## src/rtl/serial_frame_tx.sv

```systemverilog
// serial_frame_tx: parallel-in, serial-out frame transmitter.
// Sends a WIDTH-bit word LSB-first as: start(0), data, optional even parity, stop(1).
// Each bit is held for CLKS_PER_BIT cycles. The tx line is registered and idles high.
//
// state    | meaning
// ---------+--------------------------------------------------------
// S_IDLE   | line high, ready for a new word
// S_START  | start bit (0) on the line
// S_DATA   | data bits, LSB first, shifted out of shift_reg
// S_PARITY | even-parity bit (XOR of the captured word)
// S_STOP   | stop bit (1); done pulses on the first IDLE cycle after it
module serial_frame_tx #(
    parameter int WIDTH        = 8,
    parameter int CLKS_PER_BIT = 4,
    parameter int PARITY_EN    = 1
) (
    input  logic             clk,
    input  logic             reset,
    input  logic [WIDTH-1:0] data_in,
    input  logic             load,
    output logic             ready,
    output logic             tx,
    output logic             busy,
    output logic             done
);

    localparam int BW = $clog2(WIDTH + 1);
    localparam int CW = (CLKS_PER_BIT > 1) ? $clog2(CLKS_PER_BIT) : 1;
    localparam logic [CW-1:0] CYC_LAST = CW'(CLKS_PER_BIT - 1);
    localparam logic [BW-1:0] BIT_LAST = BW'(WIDTH - 1);

    typedef enum logic [2:0] {
        S_IDLE   = 3'd0,
        S_START  = 3'd1,
        S_DATA   = 3'd2,
        S_PARITY = 3'd3,
        S_STOP   = 3'd4
    } state_t;

    state_t           state;
    state_t           state_next;
    logic [WIDTH-1:0] shift_reg;
    logic [WIDTH-1:0] shift_next;
    logic [CW-1:0]    cyc_cnt;
    logic [BW-1:0]    bit_cnt;
    logic             parity_bit;
    logic             cyc_last;
    logic             tx_next;
    logic             done_next;

    assign cyc_last = (cyc_cnt == CYC_LAST);
    assign busy     = (state != S_IDLE);
    assign ready    = ~busy;

    // State register; reset abandons any frame in progress.
    always_ff @(posedge clk) begin
        if (!reset) begin
            state <= S_IDLE;
        end else begin
            state <= state_next;
        end
    end

    // Next-state decode: every non-idle state advances on the last cycle of its bit.
    always_comb begin
        state_next = state;
        unique case (state)
            S_IDLE:   if (load) state_next = S_START;
            S_START:  if (cyc_last) state_next = S_DATA;
            S_DATA: begin
                if (cyc_last && (bit_cnt == BIT_LAST)) begin
                    state_next = (PARITY_EN != 0) ? S_PARITY : S_STOP;
                end
            end
            S_PARITY: if (cyc_last) state_next = S_STOP;
            S_STOP:   if (cyc_last) state_next = S_IDLE;
            default:  state_next = S_IDLE;
        endcase
    end

    // Output decode: tx is computed from the next state so the registered line
    // changes on the same edge as the state (start bit falls on the load edge).
    always_comb begin
        shift_next = shift_reg;
        if ((state == S_DATA) && cyc_last) begin
            shift_next = shift_reg >> 1;
        end
        tx_next = 1'b1;
        unique case (state_next)
            S_START:  tx_next = 1'b0;
            S_DATA:   tx_next = shift_next[0];
            S_PARITY: tx_next = parity_bit;
            default:  tx_next = 1'b1;
        endcase
        done_next = (state == S_STOP) && cyc_last;
    end

    // Datapath: word capture, bit/cycle counters, registered tx and done.
    always_ff @(posedge clk) begin
        if (!reset) begin
            tx         <= 1'b1;
            done       <= 1'b0;
            shift_reg  <= '0;
            parity_bit <= 1'b0;
            cyc_cnt    <= '0;
            bit_cnt    <= '0;
        end else begin
            tx   <= tx_next;
            done <= done_next;
            if (state == S_IDLE) begin
                cyc_cnt <= '0;
                bit_cnt <= '0;
                if (load) begin
                    shift_reg  <= data_in;
                    parity_bit <= ^data_in;
                end
            end else begin
                cyc_cnt   <= cyc_last ? '0 : cyc_cnt + CW'(1);
                shift_reg <= shift_next;
                if ((state == S_DATA) && cyc_last) begin
                    bit_cnt <= bit_cnt + BW'(1);
                end
            end
        end
    end

endmodule

```

## config.mk

```make
export PLATFORM = sky130hd
export DESIGN_NAME = serial_frame_tx
export DESIGN_NICKNAME = d
export VERILOG_FILES = /design/src/rtl/serial_frame_tx.sv
export SDC_FILE = /design/constraint.sdc
export NUM_CORES = 1
export LEC_CHECK = 0
export CORE_ASPECT_RATIO = 1.4
export CORE_MARGIN = 2
export CORE_UTILIZATION = 46
export DETAILED_ROUTE_END_ITERATION = 7
export PLACE_DENSITY = 0.73
export SLEW_MARGIN = 20
export SYNTH_ARGS = -nofsm -noshare
export SYNTH_HDL_FRONTEND = slang
export SYNTH_SLANG_ARGS = --single-unit
export TNS_END_PERCENT = 100
```

## constraint.sdc

```tcl
create_clock -name clk -period 1.35 [get_ports clk]
set_input_delay 0.27 -clock clk [delete_from_list [all_inputs] [get_ports clk]]
set_output_delay 0.27 -clock clk [all_outputs]
set_load 0.02 [all_outputs]
```

==> summary.md <==
| Metric | Value |
|---|---|
| Hold Crit Class | `reg2reg` |
| Place WS | `-0.277 ns` |
| Psw | `0.000296 W` |
| Iter 0 DRT Violations | `16` |
| Tot Pwr | `0.00115 W` |
| Vias per inst | `5.45` |
| Placed Instance Area | `0.00118 mm^2` |
| Antenna violations before repair | `0` |
| Synth async-reset ratio | `0%` |
| Remaining antenna violation count | `0` |
| CTS max path bufs | `2` |
| Wire length per cell | `13.8 um` |
| RSZ-0062 raised after global routing | `yes` |
| Clk pwr share | `23.5%` |
| Number of H-tree levels | `1` |
| Sequential fraction of design power | `55.2%` |
| CTS Root Cell | `clkbuf_4` |
| Post-synthesis cell area | `930 um^2` |
| Comb power frac | `21.2%` |
| CP max FO | `3` |
| Internal power | `0.000857 W` |
| Tot GR Track Use | `18.7%` |
| Cell Pwr Density | `852 mW/mm^2` |
| N_diodes | `0` |
| Post-Syn Nets | `116` |
| Layout area overhead | `45.6%` |
| TritonCTS clock tree | `yes` |
| Highest Clock Rate | `680 MHz` |
| GRT overflow | `0` |
| Detailed-route DRC error count | `0` |
| Kind of critical path | `reg2out` |
| Final WS setup | `-0.120 ns` |
| DR vias | `840` |
| Max-Cap Viols | `0` |
| Req. time, crit path | `1.08 ns` |
| CTS buffer count | `3` |
| Largest net degree at the start of global routing | `11` |
| Sequential area share after synthesis | `43.1%` |
| Critical path's top delay family | `simple AND/OR/NAND/NOR gates` |
| CP cell instances | `or3_4 > inv_2 > buf_6` |
| Lkg Pwr | `0.501 nW` |
| Startpoint Class | `flop` |
| Core Region | `0.00193 mm^2` |
| Crit share post-route | `109%` |
| Synth Warn # | `0` |
| Main synth FF type | `dfxtp_1` |
| Endpoints failing setup | `4` |
| Share of cells above drive strength 1 | `36.8%` |
| Final min period | `1.47 ns` |
| Clock latency on the worst-skew pair | `0.30 ns` |
| GP Congestion | `0.765` |
| First-pass GRT wire length | `3480 um` |
| Failing checks | `setup timing` |
| First-pass iteration count of the detailed router | `4` |
| Worst Path Buf+Inv | `2` |
| Endpoints failing hold | `0` |
| Critical path's slowest cell | `or3_4` |
| Vias in the first global route | `854` |
| Initial Util | `48.3%` |
| Slew HR | `76.7%` |
| Slew @ Worst Pin | `0.349 ns` |
| Post-DP HPWL | `1480 um` |
| Final-stage net count | `148` |
| Sw frac | `25.6%` |
| # clock sinks | `20` |
| Finished Cell Area | `0.00135 mm^2` |
| Die H | `57.2 um` |
| Routed wire length | `2130 um` |
| # IOs | `15` |
| Status | `finished, violations left` |
| Die area | `0.00240 mm^2` |
| Synth Instances | `103` |
| Syn_area_per_cell | `9.03 um^2` |
| Post-synth EDFFs | `0` |
| Max FFs per register | `8` |
| CP max stage delay | `0.40 ns` |
| CP Capture Type | `primary output` |
| CTS clk-pin slew, worst paths | `0.10 ns` |
| Port Buffers | `14` |
| Crit path arrival time | `1.20 ns` |
| Die Span X | `42.0 um` |
| Number of distinct library cells after synthesis | `33` |
| Worst hold margin | `0.437 ns` |
| Final count of pins violating max slew | `0` |
| Num rows | `19` |
| Worst ir drop on vdd | `0.621 mV` |
| Worst Clk Skew | `0.00346 ns` |
| Synthesis-stage register bit count | `20` |
metrics by stage:
step                setup TNS (ns)  std cells  util (%)
finish                      -0.363        154      70.3
global route                 -1.07        154      70.3
CTS                         -0.313        155      65.6
detailed placement           -2.74        149      61.5
global placement             -2.21        149      61.5
floorplan                  -0.0917        103         -
worst reg2reg max path, stage by stage, from the launching register on:
cell and delay [ns]:
dfxtp_2 0.34, buf_6 0.12, and4bb_4 0.37, nand4b_1 0.17
a211o_1 0.31, o2111ai_2 0.06
per-layer routing:
layer / up-vias / routed length, um / part of all wire, % / track usage (%)
met3: 5 / 51 / 2.4 / 1.90
li1: 421 / - / - / -
met5: - / 0 / 0 / 0
met1: 397 / 844 / 40 / 20.7
met4: 0 / 42 / 2.0 / 8.29
met2: 17 / 1190 / 56 / 35.3
cell usage after synthesis (all sizes together) (2+ instances only):
master,instances,area [um^2]
a21o,2,15.0
a21oi,8,40.0
a22oi,7,52.6
buf,4,28.8
dfxtp,20,400
ha,2,25.0
inv,4,15.0
nand2,12,45.0
nand2b,2,12.5
nor2,11,41.3
o21ai,3,15.0
or3,2,12.5
xnor2,8,70.1
xor2,2,17.5
final cells by class:
cell class	instances	area (um^2)
fill	163	572
sequential	20	407
multi-input combinational	74	593
clock buffer	3	22.5
tap	21	26.3
timing repair buffer	31	287
inverter	5	18.8
path summary, 6_finish.rpt:
path / start / to / slack (ns) / depth (start not counted)
worst max-delay path: state[2] / ready / -0.12 / 3
worst min register to register: cyc_cnt[0] / cyc_cnt[0] / 0.44 / 1
worst min-delay path: cyc_cnt[0] / cyc_cnt[0] / 0.44 / 1
worst max register to register: state[2] / tx / -0.08 / 5
power groups by stage:
stage	clock [W]	sequential [W]	combinational, W
after floorplan	0	0.000645	0.000119
after global placement	0	0.000643	0.000205
after detailed placement	0	0.000645	0.000211
after CTS	0.000279	0.000634	0.000227
after global routing	0.000302	0.000640	0.000268
final	0.000271	0.000637	0.000245
what timing repair did:
| item | 4_1_cts | 5_1_grt |
|---|---|---|
| setup buffers | 2 | 0 |
| pin swaps | 6 | 20 |
| hold buffers | 0 | 0 |
| hold endpoints to repair | 0 | 0 |
| setup endpoints to repair | 12 | 16 |
| cloned | 1 | 0 |
| resized for setup | 24 | 25 |
cells by family after synthesis:
group | count (synthesis) | share of synthesized area (%)
simple gates | 35 | 19.4
compound gates | 26 | 19.2
flops | 20 | 43.1
xor+xnor | 10 | 9.42
buf+inv | 9 | 5.11
fa+ha+maj | 2 | 2.69
mux | 1 | 1.08
cells in the final DEF, fill, tap and decap left out, types with 2 or more instances in the layout:
master	synthesis	routed
a21o_1	2	2
a21oi_1	8	6
a22oi_2	0	7
buf_4	1	12
buf_6	1	7
clkbuf_4	0	3
clkdlybuf4s50_1	0	10
dfxtp_1	20	15
dfxtp_2	0	5
dlygate4sd2_1	0	2
inv_1	4	3
nand2_1	12	10
nand2_2	0	2
nand2b_1	2	2
nor2_1	11	10
o21ai_2	0	2
or3_4	0	2
xnor2_1	8	8
xor2_1	2	2
(Power assumes the default switching activity.)
